### src/rtl/vdp_cpu_port_if.sv
// Bus bundle between the Z80 I/O decode, the CPU port and its VRAM/CRAM/register targets.
interface vdp_cpu_port_if #(
    parameter int unsigned VRAM_AW = 14
);
    logic               cpu_wr;
    logic               cpu_rd;
    logic               cpu_port;
    logic [7:0]         cpu_din;
    logic [7:0]         cpu_dout;
    logic               busy;
    logic [VRAM_AW-1:0] vram_a;
    logic [7:0]         vram_wd;
    logic               vram_we;
    logic [7:0]         vram_rd;
    logic [4:0]         cram_a;
    logic [11:0]        cram_wd;
    logic               cram_we;
    logic               reg_we;
    logic [3:0]         reg_addr;
    logic [7:0]         reg_data;
    logic [7:0]         status_in;
    logic               status_clr;

    modport master (
        output cpu_wr, cpu_rd, cpu_port, cpu_din, vram_rd, status_in,
        input  cpu_dout, busy, vram_a, vram_wd, vram_we, cram_a, cram_wd, cram_we,
               reg_we, reg_addr, reg_data, status_clr
    );

    modport slave (
        input  cpu_wr, cpu_rd, cpu_port, cpu_din, vram_rd, status_in,
        output cpu_dout, busy, vram_a, vram_wd, vram_we, cram_a, cram_wd, cram_we,
               reg_we, reg_addr, reg_data, status_clr
    );
endinterface

### src/rtl/vdp_cpu_port.sv
// CPU-side VDP port: decodes data/control accesses into VRAM, CRAM and register writes,
// and keeps a one-byte VRAM read-ahead buffer filled by a small prefetch FSM.
module vdp_cpu_port #(
    parameter int unsigned VRAM_AW = 14,
    parameter bit          GG_MODE = 1'b1
) (
    input  logic           clk,
    input  logic           rst,
    vdp_cpu_port_if.slave  bus
);

    localparam logic [1:0] S_IDLE   = 2'd0;
    localparam logic [1:0] S_F_ADDR = 2'd1;
    localparam logic [1:0] S_F_DATA = 2'd2;

    logic [1:0]         state_q, state_d;
    logic [VRAM_AW-1:0] addr_q, addr_d;
    logic [1:0]         code_q, code_d;
    logic               flag_q, flag_d;
    logic [7:0]         read_buf_q, read_buf_d;
    logic [7:0]         cram_latch_q, cram_latch_d;

    logic [7:0]         dout_q, dout_d;
    logic               busy_q, busy_d;
    logic [VRAM_AW-1:0] vram_a_q, vram_a_d;
    logic [7:0]         vram_wd_q, vram_wd_d;
    logic               vram_we_q, vram_we_d;
    logic [4:0]         cram_a_q, cram_a_d;
    logic [11:0]        cram_wd_q, cram_wd_d;
    logic               cram_we_q, cram_we_d;
    logic               reg_we_q, reg_we_d;
    logic [3:0]         reg_addr_q, reg_addr_d;
    logic [7:0]         reg_data_q, reg_data_d;
    logic               status_clr_q, status_clr_d;

    logic               wr_go;
    logic               rd_go;
    logic               start_pf;
    logic [VRAM_AW-1:0] addr_inc;

    // Write beats read on a simultaneous strobe; everything is ignored while prefetching.
    assign wr_go    = bus.cpu_wr && !busy_q;
    assign rd_go    = bus.cpu_rd && !bus.cpu_wr && !busy_q;
    assign addr_inc = addr_q + VRAM_AW'(1);

    always_comb begin
        state_d      = state_q;
        addr_d       = addr_q;
        code_d       = code_q;
        flag_d       = flag_q;
        read_buf_d   = read_buf_q;
        cram_latch_d = cram_latch_q;
        dout_d       = dout_q;
        busy_d       = busy_q;
        vram_a_d     = vram_a_q;
        vram_wd_d    = vram_wd_q;
        vram_we_d    = 1'b0;
        cram_a_d     = cram_a_q;
        cram_wd_d    = cram_wd_q;
        cram_we_d    = 1'b0;
        reg_we_d     = 1'b0;
        reg_addr_d   = reg_addr_q;
        reg_data_d   = reg_data_q;
        status_clr_d = 1'b0;
        start_pf     = 1'b0;

        if (wr_go) begin
            if (bus.cpu_port) begin
                if (!flag_q) begin
                    addr_d[7:0] = bus.cpu_din;
                    flag_d      = 1'b1;
                end else begin
                    flag_d = 1'b0;
                    code_d = bus.cpu_din[7:6];
                    addr_d = VRAM_AW'({bus.cpu_din[5:0], addr_q[7:0]});
                    case (bus.cpu_din[7:6])
                        2'd0: start_pf = 1'b1;
                        2'd2: begin
                            reg_we_d   = 1'b1;
                            reg_addr_d = bus.cpu_din[3:0];
                            reg_data_d = addr_q[7:0];
                        end
                        default: ;
                    endcase
                end
            end else begin
                flag_d = 1'b0;
                addr_d = addr_inc;
                if (code_q != 2'd3) begin
                    vram_we_d  = 1'b1;
                    vram_a_d   = addr_q;
                    vram_wd_d  = bus.cpu_din;
                    read_buf_d = bus.cpu_din;
                end else if (GG_MODE) begin
                    // Game Gear CRAM: even byte is latched, odd byte commits the 12-bit entry.
                    if (!addr_q[0]) begin
                        cram_latch_d = bus.cpu_din;
                    end else begin
                        cram_we_d = 1'b1;
                        cram_a_d  = addr_q[5:1];
                        cram_wd_d = {bus.cpu_din[3:0], cram_latch_q};
                    end
                end else begin
                    cram_we_d = 1'b1;
                    cram_a_d  = addr_q[4:0];
                    cram_wd_d = {6'b0, bus.cpu_din[5:0]};
                end
            end
        end else if (rd_go) begin
            flag_d = 1'b0;
            if (bus.cpu_port) begin
                dout_d       = bus.status_in;
                status_clr_d = 1'b1;
            end else begin
                dout_d   = read_buf_q;
                start_pf = 1'b1;
            end
        end

        // Prefetch: present address, let the RAM sample it, then capture the byte.
        case (state_q)
            S_IDLE: begin
                if (start_pf) begin
                    state_d  = S_F_ADDR;
                    vram_a_d = addr_d;
                    busy_d   = 1'b1;
                end
            end
            S_F_ADDR: state_d = S_F_DATA;
            S_F_DATA: begin
                state_d    = S_IDLE;
                read_buf_d = bus.vram_rd;
                addr_d     = addr_inc;
                busy_d     = 1'b0;
            end
            default: state_d = S_IDLE;
        endcase
    end

    always_ff @(posedge clk) begin
        if (rst) begin
            state_q      <= S_IDLE;
            addr_q       <= '0;
            code_q       <= 2'd0;
            flag_q       <= 1'b0;
            read_buf_q   <= 8'd0;
            cram_latch_q <= 8'd0;
            dout_q       <= 8'd0;
            busy_q       <= 1'b0;
            vram_a_q     <= '0;
            vram_wd_q    <= 8'd0;
            vram_we_q    <= 1'b0;
            cram_a_q     <= 5'd0;
            cram_wd_q    <= 12'd0;
            cram_we_q    <= 1'b0;
            reg_we_q     <= 1'b0;
            reg_addr_q   <= 4'd0;
            reg_data_q   <= 8'd0;
            status_clr_q <= 1'b0;
        end else begin
            state_q      <= state_d;
            addr_q       <= addr_d;
            code_q       <= code_d;
            flag_q       <= flag_d;
            read_buf_q   <= read_buf_d;
            cram_latch_q <= cram_latch_d;
            dout_q       <= dout_d;
            busy_q       <= busy_d;
            vram_a_q     <= vram_a_d;
            vram_wd_q    <= vram_wd_d;
            vram_we_q    <= vram_we_d;
            cram_a_q     <= cram_a_d;
            cram_wd_q    <= cram_wd_d;
            cram_we_q    <= cram_we_d;
            reg_we_q     <= reg_we_d;
            reg_addr_q   <= reg_addr_d;
            reg_data_q   <= reg_data_d;
            status_clr_q <= status_clr_d;
        end
    end

    assign bus.cpu_dout   = dout_q;
    assign bus.busy       = busy_q;
    assign bus.vram_a     = vram_a_q;
    assign bus.vram_wd    = vram_wd_q;
    assign bus.vram_we    = vram_we_q;
    assign bus.cram_a     = cram_a_q;
    assign bus.cram_wd    = cram_wd_q;
    assign bus.cram_we    = cram_we_q;
    assign bus.reg_we     = reg_we_q;
    assign bus.reg_addr   = reg_addr_q;
    assign bus.reg_data   = reg_data_q;
    assign bus.status_clr = status_clr_q;

endmodule

### src/flat_wrapper.sv
// flat-port wrapper written by rule: the top's interface ports become plain ports
module vdp_cpu_port_flat 
#(
    parameter int unsigned VRAM_AW = 14,
    parameter bit          GG_MODE = 1'b1
)
  (clk, rst, bus_cpu_wr, bus_cpu_rd, bus_cpu_port, bus_cpu_din, bus_vram_rd, bus_status_in, bus_cpu_dout, bus_busy, bus_vram_a, bus_vram_wd, bus_vram_we, bus_cram_a, bus_cram_wd, bus_cram_we, bus_reg_we, bus_reg_addr, bus_reg_data, bus_status_clr);
  vdp_cpu_port_if #(.VRAM_AW(VRAM_AW)) bus_i ();
  input  logic clk;
  input  logic rst;
  input wire logic [$bits(bus_i.cpu_wr)-1:0] bus_cpu_wr;
  input wire logic [$bits(bus_i.cpu_rd)-1:0] bus_cpu_rd;
  input wire logic [$bits(bus_i.cpu_port)-1:0] bus_cpu_port;
  input wire logic [$bits(bus_i.cpu_din)-1:0] bus_cpu_din;
  input wire logic [$bits(bus_i.vram_rd)-1:0] bus_vram_rd;
  input wire logic [$bits(bus_i.status_in)-1:0] bus_status_in;
  output wire logic [$bits(bus_i.cpu_dout)-1:0] bus_cpu_dout;
  output wire logic [$bits(bus_i.busy)-1:0] bus_busy;
  output wire logic [$bits(bus_i.vram_a)-1:0] bus_vram_a;
  output wire logic [$bits(bus_i.vram_wd)-1:0] bus_vram_wd;
  output wire logic [$bits(bus_i.vram_we)-1:0] bus_vram_we;
  output wire logic [$bits(bus_i.cram_a)-1:0] bus_cram_a;
  output wire logic [$bits(bus_i.cram_wd)-1:0] bus_cram_wd;
  output wire logic [$bits(bus_i.cram_we)-1:0] bus_cram_we;
  output wire logic [$bits(bus_i.reg_we)-1:0] bus_reg_we;
  output wire logic [$bits(bus_i.reg_addr)-1:0] bus_reg_addr;
  output wire logic [$bits(bus_i.reg_data)-1:0] bus_reg_data;
  output wire logic [$bits(bus_i.status_clr)-1:0] bus_status_clr;
  assign bus_i.cpu_wr = bus_cpu_wr;
  assign bus_i.cpu_rd = bus_cpu_rd;
  assign bus_i.cpu_port = bus_cpu_port;
  assign bus_i.cpu_din = bus_cpu_din;
  assign bus_i.vram_rd = bus_vram_rd;
  assign bus_i.status_in = bus_status_in;
  assign bus_cpu_dout = bus_i.cpu_dout;
  assign bus_busy = bus_i.busy;
  assign bus_vram_a = bus_i.vram_a;
  assign bus_vram_wd = bus_i.vram_wd;
  assign bus_vram_we = bus_i.vram_we;
  assign bus_cram_a = bus_i.cram_a;
  assign bus_cram_wd = bus_i.cram_wd;
  assign bus_cram_we = bus_i.cram_we;
  assign bus_reg_we = bus_i.reg_we;
  assign bus_reg_addr = bus_i.reg_addr;
  assign bus_reg_data = bus_i.reg_data;
  assign bus_status_clr = bus_i.status_clr;
  vdp_cpu_port #(.VRAM_AW(VRAM_AW), .GG_MODE(GG_MODE)) u_core (.clk(clk), .rst(rst), .bus(bus_i));
endmodule
### config.mk
export PLATFORM = sky130hd
export DESIGN_NAME = vdp_cpu_port_flat
export DESIGN_NICKNAME = d
export VERILOG_FILES = /design/src/rtl/vdp_cpu_port_if.sv /design/src/rtl/vdp_cpu_port.sv /design/src/flat_wrapper.sv
export SDC_FILE = /design/constraint.sdc
export NUM_CORES = 1
export LEC_CHECK = 0
export BUFFER_PORTS_ARGS = -buffer_cell sky130_fd_sc_hd__buf_2
export CORE_MARGIN = 4
export CORE_UTILIZATION = 49
export DETAILED_ROUTE_END_ITERATION = 7
export PLACE_DENSITY = 0.76
export SYNTH_ARGS = -nofsm -noshare
export SYNTH_HDL_FRONTEND = slang
export SYNTH_SLANG_ARGS = --single-unit
### constraint.sdc
create_clock -name clk -period 2 [get_ports clk]
set_clock_uncertainty 0.05 [all_clocks]
set_input_delay 0.2 -clock clk [delete_from_list [all_inputs] [get_ports clk]]
set_output_delay 0.2 -clock clk [all_outputs]
set_load 0.005 [all_outputs]
==> results of run 1 <==
## per-layer routing
metal  wire length (um)  up-vias  share of wire  GRT usage
met4                133        0          0.011     0.0535
met5                  0        -              0          0
met3               1040       16          0.086     0.0580
met1               5270     1954           0.44      0.324
met2               5620      154           0.47      0.355
li1                   -     1984              -          -
## cell families after synthesis
kind of cell	count (synthesis)
buf+inv	52
compound gates	126
mux	30
fa+ha+maj	1
flops	99
xor+xnor	7
simple gates	191
## power groups by stage
stage / Combinational [mW] / Clock [mW] / Sequential, mW
final: 0.461 / 1.27 / 2.11
after global routing: 0.507 / 1.36 / 2.12
after CTS: 0.457 / 1.29 / 2.10
after detailed placement: 0.456 / 0 / 2.15
after global placement: 0.447 / 0 / 2.15
after floorplan: 0.289 / 0 / 2.12
## sequential cells by signal, indices dropped and copies added, names as in the netlist
name                   flops
u_core.flag_q              1
u_core.bus.reg_data        8
u_core.bus.reg_we          1
u_core.bus.busy            1
u_core.bus.status_clr      1
u_core.bus.vram_a         14
u_core.bus.cpu_dout        8
u_core.code_q              2
u_core.bus.vram_we         1
u_core.cram_latch_q        8
u_core.state_q             2
u_core.bus.cram_we         1
u_core.bus.reg_addr        4
u_core.addr_q             14
u_core.read_buf_q          8
u_core.bus.vram_wd         8
u_core.bus.cram_a          5
u_core.bus.cram_wd        12
## cell type report
cell class                 count  area (um2)
inverter                       4        15.0
tap                          108         135
multi-input combinational    355        2160
timing repair buffer         121         691
clock buffer                  11         131
fill                         814        3510
clock inverter                 4        51.3
sequential                    99        1980
## worst register-to-register path: cells and delay by family (launching register included)
kind                   cells  cell delay, ns
AO/OA/AOI/OAI              2            0.43
buffers and inverters      2            0.36
flip-flops                 1            0.35
AND/OR/NAND/NOR            2            0.54
## cell usage in the layout, fill, tap and decap left out, drive strengths merged, types with 2 or more instances in the layout
master,instances
a211oi,36
and3b,2
nor3b,4
inv,5
nor4b,3
a31oi,5
mux2i,30
and3,13
o21ai,8
xnor2,4
nor2b,6
nand2b,4
o2111ai,2
dfxtp,99
a21boi,7
a21o,2
xor2,3
nand4,5
nor2,50
a311oi,10
o21a,3
nor3,15
nand2,73
a21oi,34
o221ai,2
and2,2
clkbuf,11
o22ai,5
buf,121
nand3,6
a221oi,5
## worst paths after layout
check | from | to | slack (ns) | cells past startpoint
setup / recovery | u_core.bus.busy | u_core.read_buf_q[6] | 0.16 | 6
hold / removal | rst | u_core.bus.vram_a[13] | 0.07 | 2
setup reg to reg | u_core.bus.busy | u_core.read_buf_q[6] | 0.16 | 6
hold reg to reg | u_core.bus.cram_wd[10] | u_core.bus.cram_wd[10] | 0.41 | 2
## through the flow
step / worst slack, ns / std cells / hold slack (ns) / util
floorplan: 0.115 / 506 / 0.286 / -
finish: 0.162 / 702 / 0.0654 / 0.595
CTS: 0.0824 / 702 / 0.0560 / 0.595
detailed placement: 0.112 / 687 / 0.396 / 0.574
global route: 0.0341 / 702 / 0.0603 / 0.595
global placement: 0.202 / 687 / 0.391 / 0.574
## repair_timing
| item | 4_1_cts | 5_1_grt |
|---|---|---|
| buffers inserted | 0 | 0 |
| endpoints found under the setup margin | 0 | 2 |
| resized for setup | 0 | 2 |
| hold buffers | 0 | 0 |
==> flow_summary.json, run 1 <==
{
  "cts_max_level": 3,
  "vias": 4108,
  "critPathLaunchType": "flop",
  "ys_seq_area_frac": 0.454,
  "fin_crit_sh": 0.919,
  "cp_top_family": "simple AND/OR/NAND/NOR gates",
  "slowest_stage": "or3b_4",
  "power_density_nw_per_um2": 743,
  "initial_core_util": 0.503,
  "ys_seq_elements": 99,
  "numCtsBuffers": 9,
  "grt_max_degree": 71,
  "synth_most_common_cell": "dfxtp_1",
  "syn_area_per_cell_um2": 8.63,
  "synth_fp_nets": 536,
  "worst-setup-path-type": "flop to flop",
  "core_area_um2": 8680,
  "synthesis.area_um2": 4370,
  "rsz0062_at_grt": "false",
  "die_area_um2": 10500,
  "synth.top_cell.area_share": 0.454,
  "yosys.area_share.simple": 0.210,
  "synth_ff_type": "dfxtp_1",
  "io_pins": 93,
  "port_buffers": 92,
  "ys_top_cells_by_count": "dfxtp_1, nand2_1, nor2_1",
  "p_leak_nw": 2.09,
  "peakVddDrop_uv": 563,
  "fmax_mhz": 544,
  "synthArstFlopShare": 0,
  "synth_top_family_by_area": "simple AND/OR/NAND/NOR gates",
  "cp_common_cell": "buf_4",
  "drtPass1Iterations": 5,
  "synth_xor_area_frac": 0.0140,
  "synth_warnings": 0,
  "antenna_cells": 0,
  "routed_wl_um": 12100,
  "layout-drive-gt1-share": 0.236,
  "synth.distinct_cells": 52,
  "tightest_slew_ns": 0.458,
  "comb_power_share": 0.120,
  "layout.nets": 620,
  "cts.path.max_buffers": 2,
  "p_sw_mw": 1.03,
  "clock-root-buffer": "clkbuf_8",
  "cts_tree": "yes",
  "crit_buf_inv": 2,
  "place_area_um2": 4980,
  "total_power_mw": 3.84,
  "crit_chain": "or3b_4 -> buf_4 -> a21oi_2 -> buf_4 -> nand2_1 -> a311oi_1",
  "clk_pin_slew_worst_paths_ns": 0.09,
  "drv_slew": 0,
  "synthTopCellsByArea": "dfxtp_1, mux2i_1, nand2_1, a211oi_1, nor2_1",
  "synth-edff-count": 0,
  "hp-class": "primary input to flop",
  "syn-instance-count": 506,
  "fp.dieW_um": 102,
  "cp.required_ns": 2.21,
  "outcome": "completed",
  "slew_headroom": 0.694,
  "die_y_um": 102,
  "cp_max_fo": 8,
  "syn_to_final_growth_pct": 18.2,
  "end_kind": "flop",
  "detail-route-antenna-nets": 0,
  "setup_viol": 0,
  "grt.overflow.total": 0,
  "synth_compound_area_frac": 0.198,
  "post-route-drc-count": 0,
  "grt_pass1_wl_um": 19100,
  "setup-tns-final_ns": 0,
  "gp_congestion": 0.916,
  "clk_latency_ns": 0.36,
  "cap_violations": 0,
  "design_area_um2": 5160,
  "detail_route.iter0.violations": 336,
  "layout_min_cycle_time_ns": 1.84,
  "avgRoutedWirePerCell_um": 17.2,
  "seqPwrFrac": 0.549,
  "vias_per_cell": 5.85,
  "internal_power_mw": 2.81,
  "antenna_found_initial": 0,
  "power_frac_clock": 0.331,
  "synth_fa_ha_area_frac": 0.00286,
  "clock-sinks": 99,
  "arrival_ns": 2.05,
  "first_global_vias": 3759,
  "synthMuxAreaShare": 0.0687,
  "slowest_delay_ns": 0.46,
  "std_cell_rows": 34,
  "hpwlAfterDp_um": 8520,
  "report.final.hold_viol_count": 0,
  "yosys.area.top_type": "dfxtp_1",
  "swShare": 0.268,
  "grt_usage": 0.229
}
Power figures use the tool's default switching activity.
==> inputs of run 2 (changes only) <==
--- a/config.mk
+++ b/config.mk
@@ -5,11 +5,13 @@
 export SDC_FILE = /design/constraint.sdc
 export NUM_CORES = 1
 export LEC_CHECK = 0
+export ABC_AREA = 1
 export BUFFER_PORTS_ARGS = -buffer_cell sky130_fd_sc_hd__buf_2
 export CORE_MARGIN = 4
-export CORE_UTILIZATION = 49
+export CORE_UTILIZATION = 50
 export DETAILED_ROUTE_END_ITERATION = 7
-export PLACE_DENSITY = 0.76
+export PLACE_DENSITY = 0.77
 export SYNTH_ARGS = -nofsm -noshare
 export SYNTH_HDL_FRONTEND = slang
 export SYNTH_SLANG_ARGS = --single-unit
+export TNS_END_PERCENT = 20
==> run 2 against run 1 <==
Count of clock-buffer cells in the layout unchanged. Non-clock buffer count down 20. Hold slack worse by 0.036 ns. Via count up 7.3%. Sequential power about the same. Register-to-register slack better by 0.05 ns. Final area up 2.5%. Critical path type unchanged.
==> flow_summary.json, run 2 <==
{
  "setup-tns-final_ns": 0,
  "syn-instance-count": 651,
  "fin_ws_ns": 0.209,
  "swShare": 0.290,
  "initial_core_util": 0.521,
  "clk_pin_slew_worst_paths_ns": 0.10,
  "fin_crit_sh": 0.895,
  "fp.dieW_um": 104,
  "grt_usage": 0.217,
  "yosys.area.top_type": "dfxtp_1",
  "ys_top_cells_by_count": "nand2_1, nor2_1, dfxtp_1",
  "seqPwrFrac": 0.554,
  "syn_to_final_growth_pct": 14.7,
  "layout.nets": 763,
  "synth_ff_type": "dfxtp_1",
  "p_sw_mw": 1.10,
  "core_area_um2": 8850,
  "detail_route.iter0.violations": 282,
  "cts_max_level": 3,
  "layout-drive-gt1-share": 0.205,
  "peakVddDrop_uv": 318,
  "grt.overflow.total": 0,
  "cp_top_family": "simple AND/OR/NAND/NOR gates",
  "cp_max_fo": 8,
  "instances_no_fill": 846,
  "cp_common_cell": "nand3_1",
  "cts.path.max_buffers": 2,
  "arrival_ns": 2.01,
  "critPathLaunchType": "flop",
  "slowest_delay_ns": 0.51,
  "cap_violations": 0,
  "synth_most_common_cell": "nand2_1",
  "drtPass1Iterations": 5,
  "std_cell_rows": 34,
  "dpl_worst_slack_ns": 0.264,
  "numCtsBuffers": 9,
  "routed_wl_um": 11700,
  "power_frac_clock": 0.320,
  "avgRoutedWirePerCell_um": 13.8,
  "die_area_um2": 10800,
  "detail-route-antenna-nets": 0,
  "synthArstFlopShare": 0,
  "first_global_vias": 4056,
  "ctsHoldBuffers": 0,
  "final_util": 0.598,
  "power_density_nw_per_um2": 716,
  "antenna_found_initial": 0,
  "hpwlAfterDp_um": 8300,
  "grt_max_degree": 67,
  "layout_min_cycle_time_ns": 1.79,
  "die_y_um": 104,
  "vias_per_cell": 5.21,
  "post-cts-setup-buffers": 0,
  "p_leak_nw": 2.54,
  "worst-setup-path-type": "flop to flop",
  "hp-class": "primary input to flop",
  "post-route-drc-count": 0,
  "tightest_slew_ns": 0.558,
  "synth.distinct_cells": 35,
  "crit_chain": "ha_1 -> nand3_1 -> nor2_1 -> nand3_1 -> nand3_1 -> nand3_1 -> and2_1",
  "holdWs_ns": 0.0296,
  "synth_warnings": 0,
  "slowest_stage": "dfxtp_1",
  "end_kind": "flop",
  "grt_pass1_wl_um": 19600,
  "drv_slew": 0,
  "synthTopCellsByArea": "dfxtp_1, nand2_1, nor2_1, o21ai_0, nand3_1",
  "report.final.hold_viol_count": 0,
  "synth_fp_nets": 681,
  "slew_headroom": 0.628,
  "gp_congestion": 0.865,
  "cts_tree": "yes",
  "synthesis.area_um2": 4610,
  "post_cts_resized": 0,
  "clk_latency_ns": 0.37,
  "crit_buf_inv": 0,
  "ys_seq_area_frac": 0.430,
  "layout_common_cells": "nand2_1, nor2_1, dfxtp_1",
  "syn_area_per_cell_um2": 7.08,
  "synth-edff-count": 0,
  "ys_seq_elements": 99,
  "clock-root-buffer": "clkbuf_8",
  "outcome": "completed",
  "fmax_mhz": 558,
  "final_common_cell": "nand2_1",
  "dp_cells": 830,
  "vias": 4407,
  "comb_power_share": 0.126,
  "io_pins": 93,
  "internal_power_mw": 2.69,
  "setup_viol": 0,
  "cp.required_ns": 2.22,
  "antenna_cells": 0,
  "port_buffers": 92,
  "rsz0062_at_grt": "false",
  "clock-sinks": 99,
  "synth.top_cell.area_share": 0.430
}
## run 2: changes by cell type after synthesis, sizes merged, moves of 6 or more
cell | before | now
o21ai | 8 | 79
nor3 | 15 | 8
nand3 | 6 | 48
and3 | 13 | 0
a311oi | 10 | 0
a21boi | 7 | 0
nand2 | 73 | 151
inv | 4 | 65
mux2i | 30 | 0
nor2b | 6 | 0
clkbuf | 34 | 15
nor2 | 50 | 109
a211oi | 36 | 0
## run 2: final cells by class
type	count	area [um2]
inverter	65	249
multi-input combinational	457	2210
fill	856	3560
clock buffer	11	131
clock inverter	5	45.0
tap	108	135
timing repair buffer	101	541
sequential	99	1980
## run 2: stage by stage
stage	power, mW	instance area, um2
finish	3.79	5290
global route	3.97	5290
CTS	3.81	5290
detailed placement	2.62	5110
global placement	2.61	5110
floorplan	2.45	4610
## run 2: final timing paths
kind              slack [ns]               from  cells after the start                     end
setup reg to reg        0.21   u_core.addr_q[0]                      7   u_core.bus.vram_a[10]
hold reg to reg         0.42  u_core.state_q[0]                      2       u_core.state_q[1]
hold / removal          0.03   bus_status_in[0]                      3  u_core.bus.cpu_dout[0]
setup / recovery        0.21   u_core.addr_q[0]                      7   u_core.bus.vram_a[10]
## run 2: worst reg2reg max path, stage by stage, from the launching register on
cell	delay, ns
dfxtp_1	0.51
ha_1	0.25
nand3_1	0.16
nor2_1	0.23
nand3_1	0.13
nand3_1	0.12
nand3_1	0.08
and2_1	0.16
## run 2: power by group through the flow
stage | clock (mW) | combinational (mW) | sequential (mW)
2_1_floorplan | 0 | 0.311 | 2.14
3_3_place_gp | 0 | 0.465 | 2.14
3_5_place_dp | 0 | 0.475 | 2.14
4_1_cts | 1.23 | 0.479 | 2.10
5_1_grt | 1.32 | 0.539 | 2.11
6_report | 1.21 | 0.478 | 2.10
## run 2: logic make-up after synthesis
logic type / synth area share
compound gates: 0.149
xor+xnor: 0.0133
fa+ha+maj: 0.00271
buf+inv: 0.0914
flops: 0.430
simple gates: 0.314
## run 2: per-layer routing
metal	vias up	global-route usage	wire length [um]
li1	2252	-	-
met4	0	0.0627	192
met2	163	0.356	5420
met3	18	0.0472	801
met1	1974	0.286	5300
met5	-	0	0
==> inputs of run 3 (changes only) <==
--- a/config.mk
+++ b/config.mk
@@ -10,7 +10,7 @@
 export CORE_MARGIN = 4
 export CORE_UTILIZATION = 50
 export DETAILED_ROUTE_END_ITERATION = 7
-export PLACE_DENSITY = 0.77
+export PLACE_DENSITY = 0.79
 export SYNTH_ARGS = -nofsm -noshare
 export SYNTH_HDL_FRONTEND = slang
 export SYNTH_SLANG_ARGS = --single-unit
==> run 3 against run 2 <==
Sequential share of layout area is 0.17 points lower. Via count is 2.5% higher. Total power is 4.4% higher. Global-route usage is 0.24 points higher. Die area stayed put. Fmax is 1.1% higher. Register-to-register slack better by 0.02 ns. Hold slack better by 0.016 ns. Setup slack better by 0.020 ns. Final area is 0.45% higher. First-iteration DRC count is 12% higher. Largest cell class unchanged. Largest power group unchanged.
==> flow_summary.json, run 3 (synthesis gave the netlist of run 2 again) <==
{
  "outcome": "completed",
  "fmax_mhz": 565,
  "grt_usage": 0.219,
  "first_global_vias": 4195,
  "fin_ws_ns": 0.229,
  "power_frac_clock": 0.348,
  "n_fill_cell": 831,
  "antenna_cells": 0,
  "core_area_um2": 8850,
  "antenna_found_initial": 0,
  "rsz0062_at_grt": "false",
  "reg2reg_to": "u_core.addr_q[10]",
  "dp_cells": 828,
  "p_leak_nw": 2.55,
  "cts_tree": "yes",
  "multiInputGateArea_um2": 2210,
  "final_common_cell": "nand2_1",
  "rr_startpoint": "u_core.addr_q[0]",
  "critPathLaunchType": "flop",
  "routed_wl_um": 12100,
  "grt.overflow.total": 0,
  "instances_no_fill": 844,
  "fin_crit_sh": 0.885,
  "seq_area_um2": 1980,
  "holdPathStages": 3,
  "syn_to_final_growth_pct": 15.2,
  "r2r_slack_ns": 0.23,
  "post-route-drc-count": 0,
  "layout.nets": 761,
  "layout_common_cells": "nand2_1, nor2_1, dfxtp_1",
  "layout_min_cycle_time_ns": 1.77,
  "cp_max_fo": 8,
  "dpl_worst_slack_ns": 0.268,
  "grt_max_degree": 67,
  "hp-class": "primary input to flop",
  "peakVddDrop_uv": 459,
  "die_y_um": 104,
  "swShare": 0.279,
  "holdWs_ns": 0.0454,
  "post-cts-setup-buffers": 0,
  "min_from": "bus_status_in[2]",
  "clk_latency_ns": 0.37,
  "fp.dieW_um": 104,
  "cts_max_level": 3,
  "drtPass1Iterations": 5,
  "port_buffers": 92,
  "report.final.hold_viol_count": 0,
  "p_sw_mw": 1.10,
  "ctsHoldBuffers": 0,
  "numCtsBuffers": 9,
  "cts.path.max_buffers": 2,
  "io_pins": 93,
  "avgRoutedWirePerCell_um": 14.3,
  "final_util": 0.601,
  "clock-root-buffer": "clkbuf_8",
  "grt_pass1_wl_um": 20000,
  "post_cts_resized": 0,
  "worst-setup-path-type": "flop to flop",
  "worst-r2r-cell-count": 8,
  "cp.required_ns": 2.22,
  "power_density_nw_per_um2": 744,
  "slew_headroom": 0.461,
  "detail_route.iter0.violations": 316,
  "arrival_ns": 1.99,
  "drv_slew": 0,
  "layout-drive-gt1-share": 0.205,
  "vias": 4515,
  "clk_pin_slew_worst_paths_ns": 0.10,
  "setup-tns-final_ns": 0,
  "min_to": "u_core.bus.cpu_dout[2]",
  "die_area_um2": 10800,
  "comb_power_share": 0.120,
  "std_cell_rows": 34,
  "cap_violations": 0,
  "setup_viol": 0,
  "gp_congestion": 0.865,
  "initial_core_util": 0.521,
  "tightest_slew_ns": 0.808,
  "vias_per_cell": 5.35,
  "detail-route-antenna-nets": 0,
  "seqPwrFrac": 0.532,
  "end_kind": "flop",
  "hpwlAfterDp_um": 8490,
  "clock-sinks": 99,
  "internal_power_mw": 2.85
}
run 3: final cells by class:
class	count	share of cell area
Clock inverter	6	0.0146
Inverter	65	0.0468
Multi-Input combinational cell	457	0.415
Clock buffer	10	0.0259
Sequential cell	99	0.373
Timing Repair Buffer	99	0.0989
Tap cell	108	0.0254
run 3: worst max-delay path by stage:
| stage | startpoint | cells past startpoint | end | slack (ns) |
|---|---|---|---|---|
| global placement | u_core.bus.busy | 9 | u_core.bus.vram_a[10] | 0.30 |
| finish | u_core.addr_q[0] | 8 | u_core.addr_q[10] | 0.23 |
| CTS | u_core.addr_q[0] | 8 | u_core.addr_q[10] | 0.26 |
| global route | u_core.addr_q[0] | 7 | u_core.bus.vram_a[10] | 0.07 |
| floorplan | u_core.addr_q[0] | 7 | u_core.bus.vram_a[10] | 0.47 |
| detailed placement | u_core.addr_q[0] | 7 | u_core.bus.vram_a[10] | 0.27 |
run 3: through the flow:
step / total power [mW] / instance area, um2
after floorplan: 2.45 / 4610
after detailed placement: 2.62 / 5100
final: 3.96 / 5320
after global routing: 4.12 / 5320
after CTS: 3.98 / 5320
after global placement: 2.61 / 5100
run 3: power groups by stage:
| stage | Sequential, mW | Clock [mW] | Combinational (mW) |
|---|---|---|---|
| detailed placement | 2.15 | 0 | 0.470 |
| CTS | 2.10 | 1.40 | 0.473 |
| global route | 2.11 | 1.48 | 0.534 |
| finish | 2.11 | 1.38 | 0.476 |
| floorplan | 2.14 | 0 | 0.311 |
| global placement | 2.15 | 0 | 0.460 |
run 3: routing by layer:
layer / track usage / share of wire / routed length, um / vias to the layer above
met1: 0.296 / 0.44 / 5260 / 2060
met2: 0.359 / 0.47 / 5650 / 191
met4: 0.0608 / 0.019 / 234 / 0
met3: 0.0397 / 0.076 / 916 / 27
met5: 0 / 0 / 0 / -
li1: - / - / - / 2237
run 3: worst max-delay path: stages (launching register included):
cell and delay (ns):
dfxtp_1 0.50, ha_1 0.24, nand3_1 0.15, nor2_1 0.22, nand3_1 0.14, nand3_1 0.14, nand3_1 0.09, nand3_1 0.10
inv_1 0.04
